**src/rtl/mem_arb_pkg.sv**
```systemverilog
// Shared definitions for the I/D main-memory arbiter.
//   arb_state_t : FSM state encoding (IDLE, GRANT_I, GRANT_D)
//   REQ_I/REQ_D : requester identifiers used for last_grant, exclusion and err_src
package mem_arb_pkg;

    typedef enum logic [1:0] {
        IDLE    = 2'b00,
        GRANT_I = 2'b01,
        GRANT_D = 2'b10
    } arb_state_t;

    localparam logic REQ_I = 1'b0;
    localparam logic REQ_D = 1'b1;

    // Map a requester id onto the grant state that serves it.
    function automatic arb_state_t grant_state(input logic id);
        return (id == REQ_D) ? GRANT_D : GRANT_I;
    endfunction

endpackage

```
**src/rtl/rr_arbiter2.sv**
```systemverilog
// Two-way round-robin pick between the instruction (I) and data (D) requesters.
// Ports:
//   i_req_i, i_req_d : raw requests
//   i_last_grant     : requester that most recently completed (loses a tie)
//   i_excl_en        : enable exclusion of one requester this cycle
//   i_excl_id        : requester to exclude (the one just completing)
//   o_grant_id       : chosen requester (REQ_I / REQ_D)
//   o_valid          : at least one eligible requester
module rr_arbiter2
    import mem_arb_pkg::*;
(
    input  logic i_req_i,
    input  logic i_req_d,
    input  logic i_last_grant,
    input  logic i_excl_en,
    input  logic i_excl_id,
    output logic o_grant_id,
    output logic o_valid
);

    logic w_cand_i;
    logic w_cand_d;

    assign w_cand_i = i_req_i & ~(i_excl_en & (i_excl_id == REQ_I));
    assign w_cand_d = i_req_d & ~(i_excl_en & (i_excl_id == REQ_D));
    assign o_valid  = w_cand_i | w_cand_d;

    always_comb begin
        o_grant_id = REQ_I;
        if (w_cand_i && w_cand_d) begin
            o_grant_id = ~i_last_grant;
        end else if (w_cand_d) begin
            o_grant_id = REQ_D;
        end
    end

endmodule

```
**src/rtl/mem_arbiter.sv**
```systemverilog
// Shares one main-memory port between the instruction cache (read-only, I)
// and the data cache (read/write, D). Level-held request / busy-release
// handshake on both sides, round-robin arbitration, grant locked for the
// whole transaction, and a watchdog that abandons transactions whose
// mem_busy never drops.
// Ports:
//   clk, reset                        : clock, synchronous active-high reset
//   i_addr, i_read                    : I request
//   i_read_data, i_busy               : I response
//   d_addr, d_write_data, d_read,
//   d_write                           : D request
//   d_read_data, d_busy               : D response
//   mem_addr, mem_write_data,
//   mem_read, mem_write               : memory request
//   mem_read_data, mem_busy           : memory response
//   grant_d                           : D currently owns memory
//   err_timeout, err_src              : sticky watchdog flag and offending requester
//
// state   | meaning
// --------+--------------------------------------------------
// IDLE    | no owner; arbitrate among current requests
// GRANT_I | I owns memory until mem_busy drops
// GRANT_D | D owns memory until mem_busy drops
module mem_arbiter
    import mem_arb_pkg::*;
#(
    parameter int DATA_WIDTH     = 32,
    parameter int TIMEOUT_CYCLES = 1024
) (
    input  logic                  clk,
    input  logic                  reset,
    input  logic [DATA_WIDTH-1:0] i_addr,
    input  logic                  i_read,
    output logic [DATA_WIDTH-1:0] i_read_data,
    output logic                  i_busy,
    input  logic [DATA_WIDTH-1:0] d_addr,
    input  logic [DATA_WIDTH-1:0] d_write_data,
    input  logic                  d_read,
    input  logic                  d_write,
    output logic [DATA_WIDTH-1:0] d_read_data,
    output logic                  d_busy,
    output logic [DATA_WIDTH-1:0] mem_addr,
    output logic [DATA_WIDTH-1:0] mem_write_data,
    output logic                  mem_read,
    output logic                  mem_write,
    input  logic [DATA_WIDTH-1:0] mem_read_data,
    input  logic                  mem_busy,
    output logic                  grant_d,
    output logic                  err_timeout,
    output logic                  err_src
);

    // A zero timeout disables the watchdog; keep the counter at least 1 bit wide.
    localparam int                WDOG_W     = (TIMEOUT_CYCLES > 0) ? $clog2(TIMEOUT_CYCLES + 1) : 1;
    localparam bit                WDOG_EN    = (TIMEOUT_CYCLES > 0);
    localparam logic [WDOG_W-1:0] WDOG_LIMIT = WDOG_W'(TIMEOUT_CYCLES);

    arb_state_t        r_state;
    arb_state_t        w_state_nxt;
    logic              r_last_grant;
    logic              w_last_grant_nxt;
    logic [WDOG_W-1:0] r_wdog;
    logic [WDOG_W-1:0] w_wdog_nxt;
    logic              r_err_timeout;
    logic              r_err_src;
    logic              w_err_set;

    logic w_req_i;
    logic w_req_d;
    logic w_granted;
    logic w_own_id;
    logic w_own_req;
    logic w_wdog_fire;
    logic w_pick_id;
    logic w_pick_valid;

    assign w_req_i   = i_read;
    assign w_req_d   = d_read | d_write;
    assign w_granted = (r_state == GRANT_I) || (r_state == GRANT_D);
    assign w_own_id  = (r_state == GRANT_D) ? REQ_D : REQ_I;
    assign w_own_req = (w_own_id == REQ_D) ? w_req_d : w_req_i;

    // Fires once mem_busy has already been high for TIMEOUT_CYCLES grant
    // cycles and is still high now.
    assign w_wdog_fire = WDOG_EN && w_granted && mem_busy && (r_wdog == WDOG_LIMIT);

    // While granted, the owner is excluded: in its completion cycle its
    // request is still high and must not win the hand-over.
    rr_arbiter2 u_rr_arbiter2 (
        .i_req_i      (w_req_i),
        .i_req_d      (w_req_d),
        .i_last_grant (r_last_grant),
        .i_excl_en    (w_granted),
        .i_excl_id    (w_own_id),
        .o_grant_id   (w_pick_id),
        .o_valid      (w_pick_valid)
    );

    always_comb begin
        w_state_nxt      = r_state;
        w_last_grant_nxt = r_last_grant;
        w_err_set        = 1'b0;
        case (r_state)
            IDLE: begin
                if (w_pick_valid) begin
                    w_state_nxt = grant_state(w_pick_id);
                end
            end
            GRANT_I, GRANT_D: begin
                if (!w_own_req) begin
                    // Owner withdrew: release without touching fairness history.
                    w_state_nxt = IDLE;
                end else if (!mem_busy) begin
                    w_last_grant_nxt = w_own_id;
                    w_state_nxt      = w_pick_valid ? grant_state(w_pick_id) : IDLE;
                end else if (w_wdog_fire) begin
                    w_state_nxt      = IDLE;
                    w_last_grant_nxt = w_own_id;
                    w_err_set        = 1'b1;
                end
            end
            default: w_state_nxt = IDLE;
        endcase
    end

    always_comb begin
        w_wdog_nxt = r_wdog;
        if (w_state_nxt != r_state) begin
            w_wdog_nxt = '0;
        end else if (WDOG_EN && w_granted && mem_busy && (r_wdog != WDOG_LIMIT)) begin
            w_wdog_nxt = r_wdog + WDOG_W'(1);
        end
    end

    always_ff @(posedge clk) begin
        if (reset) begin
            r_state       <= IDLE;
            r_last_grant  <= REQ_D;
            r_wdog        <= '0;
            r_err_timeout <= 1'b0;
            r_err_src     <= REQ_I;
        end else begin
            r_state      <= w_state_nxt;
            r_last_grant <= w_last_grant_nxt;
            r_wdog       <= w_wdog_nxt;
            if (w_err_set) begin
                r_err_timeout <= 1'b1;
                r_err_src     <= w_own_id;
            end
        end
    end

    // Outputs are forced quiet while reset is high so a reset landing
    // mid-transaction never shows a strobe or a busy release.
    always_comb begin
        mem_addr       = d_addr;
        mem_write_data = d_write_data;
        mem_read       = 1'b0;
        mem_write      = 1'b0;
        i_busy         = 1'b1;
        d_busy         = 1'b1;
        if (!reset) begin
            case (r_state)
                GRANT_I: begin
                    mem_addr = i_addr;
                    mem_read = i_read;
                    i_busy   = mem_busy;
                end
                GRANT_D: begin
                    mem_read  = d_read;
                    mem_write = d_write;
                    d_busy    = mem_busy;
                end
                default: ;
            endcase
        end
    end

    assign i_read_data = mem_read_data;
    assign d_read_data = mem_read_data;
    assign grant_d     = (r_state == GRANT_D) && !reset;
    assign err_timeout = r_err_timeout;
    assign err_src     = r_err_src;

endmodule
```
**config.mk**
```make
export PLATFORM = sky130hd
export DESIGN_NAME = mem_arbiter
export DESIGN_NICKNAME = d
export VERILOG_FILES = /design/src/rtl/mem_arb_pkg.sv /design/src/rtl/rr_arbiter2.sv /design/src/rtl/mem_arbiter.sv
export SDC_FILE = /design/constraint.sdc
export NUM_CORES = 1
export LEC_CHECK = 0
export BUFFER_PORTS_ARGS = -buffer_cell sky130_fd_sc_hd__buf_4
export CAP_MARGIN = 25
export CORE_AREA = 2 2 106 108
export CTS_CLUSTER_DIAMETER = 40
export DETAILED_ROUTE_END_ITERATION = 6
export DIE_AREA = 0 0 108 110
export PLACE_DENSITY = 0.63
export SLEW_MARGIN = 0
export SYNTH_ARGS = -nofsm -noshare
export SYNTH_HDL_FRONTEND = slang
export SYNTH_SLANG_ARGS = --single-unit
```
**constraint.sdc**
```tcl
create_clock -name clk -period 2.35 [get_ports clk]
set_clock_uncertainty 0.05 [all_clocks]
set_input_delay 0.235 -clock clk [delete_from_list [all_inputs] [get_ports clk]]
set_output_delay 0.235 -clock clk [all_outputs]
set_load 0.01 [all_outputs]
```
# Word-level counts from Yosys, hierarchy flattened
# Cells that the tools add are included.
# W data, S select, Z words.
[classes]
addsub = 1
mul = 0
div_mod_pow = 0
order_cmp = 0
n_eq_ne = 6
shift = 0
muxes = 27
bitwise = 10
reduce_logical = 11
[ops]
columns = ["cell", "n"]
rows = [
  ["$mux W32", 2],
  ["$mux W1", 17],
  ["$mux W2", 6],
  ["$add A11 B1 Y11 const B", 1],
  ["$eq A11 B11 Y1 const B", 1],
  ["$ne A11 B11 Y1 const B", 1],
  ["$logic_and A1 B1 Y1", 5],
  ["$and A1 B1 Y1", 4],
  ["$not A1 Y1", 4],
  ["$pmux W2 S2", 1],
  ["$reduce_or A2 Y1", 2],
  ["$reduce_and A3 Y1", 1],
  ["$eq A2 B1 Y1 const B", 1],
  ["$eq A2 B2 Y1 const B", 1],
  ["$logic_not A2 Y1", 1],
  ["$ne A2 B1 Y1 const B", 1],
  ["$ne A2 B2 Y1", 1],
  ["$or A1 B1 Y1", 2],
  ["$pmux W1 S2", 1],
  ["$logic_not A1 Y1", 1],
  ["$logic_or A1 B1 Y1", 1],
]
[totals]
regBits = 16
latch_bits = 0
ram_bits = 0
rom_bits = 0
input_bits = 134
out_inout_bits = 135
elab_cells = 60
memories = 0

# Depth between registers and ports, before layout
[logic_depth]
depth_word = 15
ltp_mapped = 8
mapped_depth_nobuf = 7

# Hierarchy
# A second synthesis with hierarchy kept.
[unflattened]
hier_cells = 262
hier_area_um2 = 2202.1
[modules_own_cells]
columns = ["module", "n_inst", "cells_each", "area_per_inst_um2", "seq_area_each_um2"]
rows = [
  ["mem_arbiter", 1, 256, 2165.8, 320.3],
  ["rr_arbiter2", 1, 6, 36.3, 0.0],
]

# Worst setup path after synthesis
# OpenSTA, ideal clock, no wires.
[synth_path]
path_type = "register to register"
startpoint = "register r_state[0]"
endpoint = "register r_wdog[0]"
setup_time_ns = 0.073
arrival_ns = 1.945
path_slack_ns = 0.282
path_stages_with_launch = 9
path_buffers = 1
period_less_slack_ns = 2.068
cell_sequence = "dfxtp_1 -> inv_1 -> ha_1 -> o21bai_1 -> or3_1 -> o221ai_1 -> a21oi_1 -> buf_4 -> nor3_2"
[synth_between]
elab_chain_len = 15
word_cells_on_any_way = 30
[synth_rtl]
columns = ["item", "line", "rtl"]
rows = [
  ["from (decl)", "mem_arbiter.sv:58", "arb_state_t r_state;"],
  ["from (signal assigned)", "mem_arbiter.sv:143", "r_state <= w_state_nxt;"],
  ["$eq A2 B2 Y1", "mem_arbiter.sv:79, mem_arbiter.sv:80, mem_arbiter.sv:103", ""],
  ["$mux W1", "mem_arbiter.sv:80", "assign w_own_id = (r_state == GRANT_D) ? REQ_D : REQ_I;"],
  ["$not A1 Y1", "rr_arbiter2.sv:24", "assign w_cand_i = i_req_i & ~(i_excl_en & (i_excl_id == REQ_I));"],
  ["$and A1 B1 Y1", "rr_arbiter2.sv:24", ""],
  ["$not A1 Y1", "rr_arbiter2.sv:24", ""],
  ["$and A1 B1 Y1", "rr_arbiter2.sv:24", ""],
  ["$logic_and A1 B1 Y1", "rr_arbiter2.sv:30", "if (w_cand_i && w_cand_d) begin"],
  ["$mux W1", "rr_arbiter2.sv:30", ""],
  ["$mux W2", "mem_arb_pkg.sv:17", "return (id == REQ_D) ? GRANT_D : GRANT_I;"],
  ["$mux W2", "mem_arbiter.sv:115", "w_state_nxt = w_pick_valid ? grant_state(w_pick_id) : IDLE;"],
  ["$mux W2", "mem_arbiter.sv:113", "end else if (!mem_busy) begin"],
  ["$mux W2", "mem_arbiter.sv:110", "if (!w_own_req) begin"],
  ["$pmux W2 S2", "mem_arbiter.sv:103", "case (r_state)"],
  ["$ne A2 B2 Y1", "mem_arbiter.sv:128", "if (w_state_nxt != r_state) begin"],
  ["$reduce_or A2 Y1 (no source line)", "--", ""],
  ["to (signal assigned)", "mem_arbiter.sv:145", "r_wdog <= w_wdog_nxt;"],
  ["to (decl)", "mem_arbiter.sv:62", "logic [WDOG_W-1:0] r_wdog;"],
]
# Several ways; a longest one is shown, not always the timed one.
# A chain may end at the register's enable or synchronous reset.

# Worst setup path in the final report
[layout_path]
startpoint = "register r_state[1]"
endpoint = "register r_state[1]"
[layout_between]
elab_chain_len = 13
word_cells_on_any_way = 27
[layout_rtl]
columns = ["item", "line"]
rows = [
  ["$eq A2 B2 Y1", "mem_arbiter.sv:79, mem_arbiter.sv:80, mem_arbiter.sv:103"],
  ["$mux W1", "mem_arbiter.sv:80"],
  ["$not A1 Y1", "rr_arbiter2.sv:24"],
  ["$and A1 B1 Y1", "rr_arbiter2.sv:24"],
  ["$not A1 Y1", "rr_arbiter2.sv:24"],
  ["$and A1 B1 Y1", "rr_arbiter2.sv:24"],
  ["$logic_and A1 B1 Y1", "rr_arbiter2.sv:30"],
  ["$mux W1", "rr_arbiter2.sv:30"],
  ["$mux W2", "mem_arb_pkg.sv:17"],
  ["$mux W2", "mem_arbiter.sv:115"],
  ["$mux W2", "mem_arbiter.sv:113"],
  ["$mux W2", "mem_arbiter.sv:110"],
  ["$pmux W2 S2 *", "mem_arbiter.sv:103"],
]
# Mark *: on every way between the ends. The rest lies on a longest branch, timed or not.

==> results.toml <==
[global_routing]
grt_usage_pct = 9.04
grt_first_pass_wirelength_um = 8510
first_global_vias = 1639
grt_use_met3_pct = 3.06
use_met1_pct = 12.0
grt_max_degree = 34
grt_antenna_before_repair = 0
overflow = 0
busiest_layer = "met2"
grtUsageMet2_pct = 12.8

[timing]
whs_ns = 0.185
hold_violations = 0
report.final.slew_viol_count = 0
rsz0062_at_grt = "no"
finalCritPeriodShare_pct = 94.1
fin_crit_ns = 2.21
worst_pin_slew_ns = 0.484
setup_violations = 0
setup_tns_ns = 0
fmax_mhz = 452
relSlewSlack_pct = 67.7

[detailed_routing]
wire_per_inst_um = 14.6
avgViaCountPerCell = 4.15
vias = 1734
drc = 0
dr.first_iter.drc_count = 58
first_pass_iters = 4
wl_um = 6100
ant_nets = 0

[place]
place.gp.congestion = 0.880
place_area_sq_um = 2490
post-dp-hpwl_um = 4930
io_buffers = 108
dp.cells = 414

[yosys]
synth.top_cell.area_share_pct = 32.9
yosysSeqAreaShare_pct = 14.5
synth_area_leader_cell = "buf_4"
synth_enable_flop_cells = 0
synthArstFlopShare_pct = 0
yosys_most_used_dff = "dfxtp_1"
synth_seq_cells = 16
yosysWarnings = 0
synth_area_sq_um = 2210
yosys-top-cells-area = "buf_4, mux2_2, dfxtp_1, ha_1, nor3_2"
syn_nets = 407
syn_avg_cell_area_sq_um = 8.35
syn_inst = 265
netlist-cell-type-count = 42

[setup_path]
cp-start-kind = "register"
path_buf_inv = 1
arrival_ns = 2.32
endpoint_kind = "register"
path_class = "reg -> reg"
cp_cell_sequence = "inv_1, ha_2, o21a_1, nand2_1, or4_1, o211a_1, nor3_1"
slowest_delay_ns = 0.50
path_max_fanout = 8
cp_top_family = "simple AND/OR/NAND/NOR gates"
cp.required_ns = 2.46
cp_slowest_cell = "or4_1"

[pwr]
power_mw = 1.45
p_leak_nw = 1.06
switching_share_pct = 39.9
combPwrFrac_pct = 61.0
p_per_area_nw_per_um2 = 569
p_seq_share_pct = 21.7
intPower_uw = 870
power_switching_uw = 577
clkPwrFrac_pct = 17.3
vdd_ir_drop_max_v = 0.000179

[floorplanning]
die_area_sq_um = 11900
start_util_pct = 20.7
core_sq_um = 10700
chipHeight_um = 110
ios = 269
rows = 38
die_x_um = 108

[clocking]
htree_num_levels = 1
clock_sinks = 16
clkTransAtPathRegs_ns = 0.07
cts.path.max_buffers = 2
insertion_delay_ns = 0.25
tritoncts = "done"
root_buffer = "clkbuf_8"
post_cts_buffers = 0
cts_buffers = 3

[layout]
multi_input_area_sq_um = 1100
final_cell_mix = "buf_4, mux2_2, dfxtp_1"
stdcell_area_sq_um = 2550
fin_cells = 418
drive_gt1_share_pct = 58.6
final_common_cell = "buf_4"
n_antenna_cell = 0
register_area_sq_um = 322
num-fill-cells = 1172
final_nets = 421
area_delta_synth_final_pct = 15.0

[min_path]
hp-class = "in -> reg"

[status]
status = "completed"

[run]
max-cap-violations = 0
[logic make-up after synthesis]
| group | count (synthesis) | share of synthesized area, % |
|---|---|---|
| DFF | 16 | 14.5 |
| AOI/OAI and AO/OA | 25 | 7.86 |
| and+or+nand+nor | 61 | 16.8 |
| adders and majority gates | 8 | 4.52 |
| xor gates and xnor gates | 9 | 3.56 |
| muxes | 33 | 16.7 |
| buffers and inverters | 113 | 36.1 |
[path summary, 6_finish.rpt]
path | start | end | slack, ns | cells past startpoint
min | reset | err_timeout | 0.18 | 2
max | r_state[1] | r_state[1] | 0.14 | 7
min reg2reg | err_timeout | err_timeout | 0.45 | 2
max reg2reg | r_state[1] | r_state[1] | 0.14 | 7
[power groups by stage]
stage | sequential [mW] | combinational [mW] | clock, mW
finish | 0.314 | 0.883 | 0.251
global placement | 0.317 | 0.859 | 0
CTS | 0.312 | 0.877 | 0.256
global route | 0.317 | 0.964 | 0.268
floorplan | 0.320 | 0.699 | 0
detailed placement | 0.318 | 0.865 | 0
[sequential cells by signal, summed over array words and instances, names as in the netlist]
register and flops:
err_src 1, err_timeout 1, r_last_grant 1, r_state 2, r_wdog 11
[worst register-to-register path: stages (launching register included)]
cell and delay (ns):
dfxtp_2 0.39, inv_1 0.12, ha_2 0.41, o21a_1 0.17, nand2_1 0.18, or4_1 0.51
o211a_1 0.14, nor3_1 0.16
[cell usage after synthesis (all sizes together) (3+ instances only)]
master and n:
xnor2 6, buf 100, nor3 18, ha 8, nor2b 4, nand3 8
mux2 32, xor2 3, a21oi 6, nand2 6, clkbuf 4, dfxtp 16
nor2 9, o21a 4, nand4 3, o21ai 3, inv 9
[cell type report]
| type | instances | area share [%] |
|---|---|---|
| clock buffers | 4 | 2.16 |
| well taps | 140 | 6.88 |
| inverters | 9 | 1.33 |
| flip-flops and latches | 16 | 12.6 |
| multi-input cells | 136 | 43.2 |
| repair buffers | 113 | 33.8 |
[metal layers]
metal | vias up | part of all wire (%)
met5 | - | 0
met4 | 0 | 2.9
met3 | 39 | 7.2
met2 | 56 | 48
met1 | 808 | 42
li1 | 831 | -
[repair_timing]
item,in CTS,in global routing
gates resized for setup,0,2
hold buffers,0,0
endpoints found under the setup margin,0,12
[per-stage QoR]
step | setup slack (ns) | util [%]
floorplan | 0.282 | -
global placement | 0.196 | 23.3
detailed placement | 0.0650 | 23.3
CTS | 0.0387 | 23.8
global route | 0.000320 | 23.8
finish | 0.138 | 23.8
(Power assumes the default switching activity.)
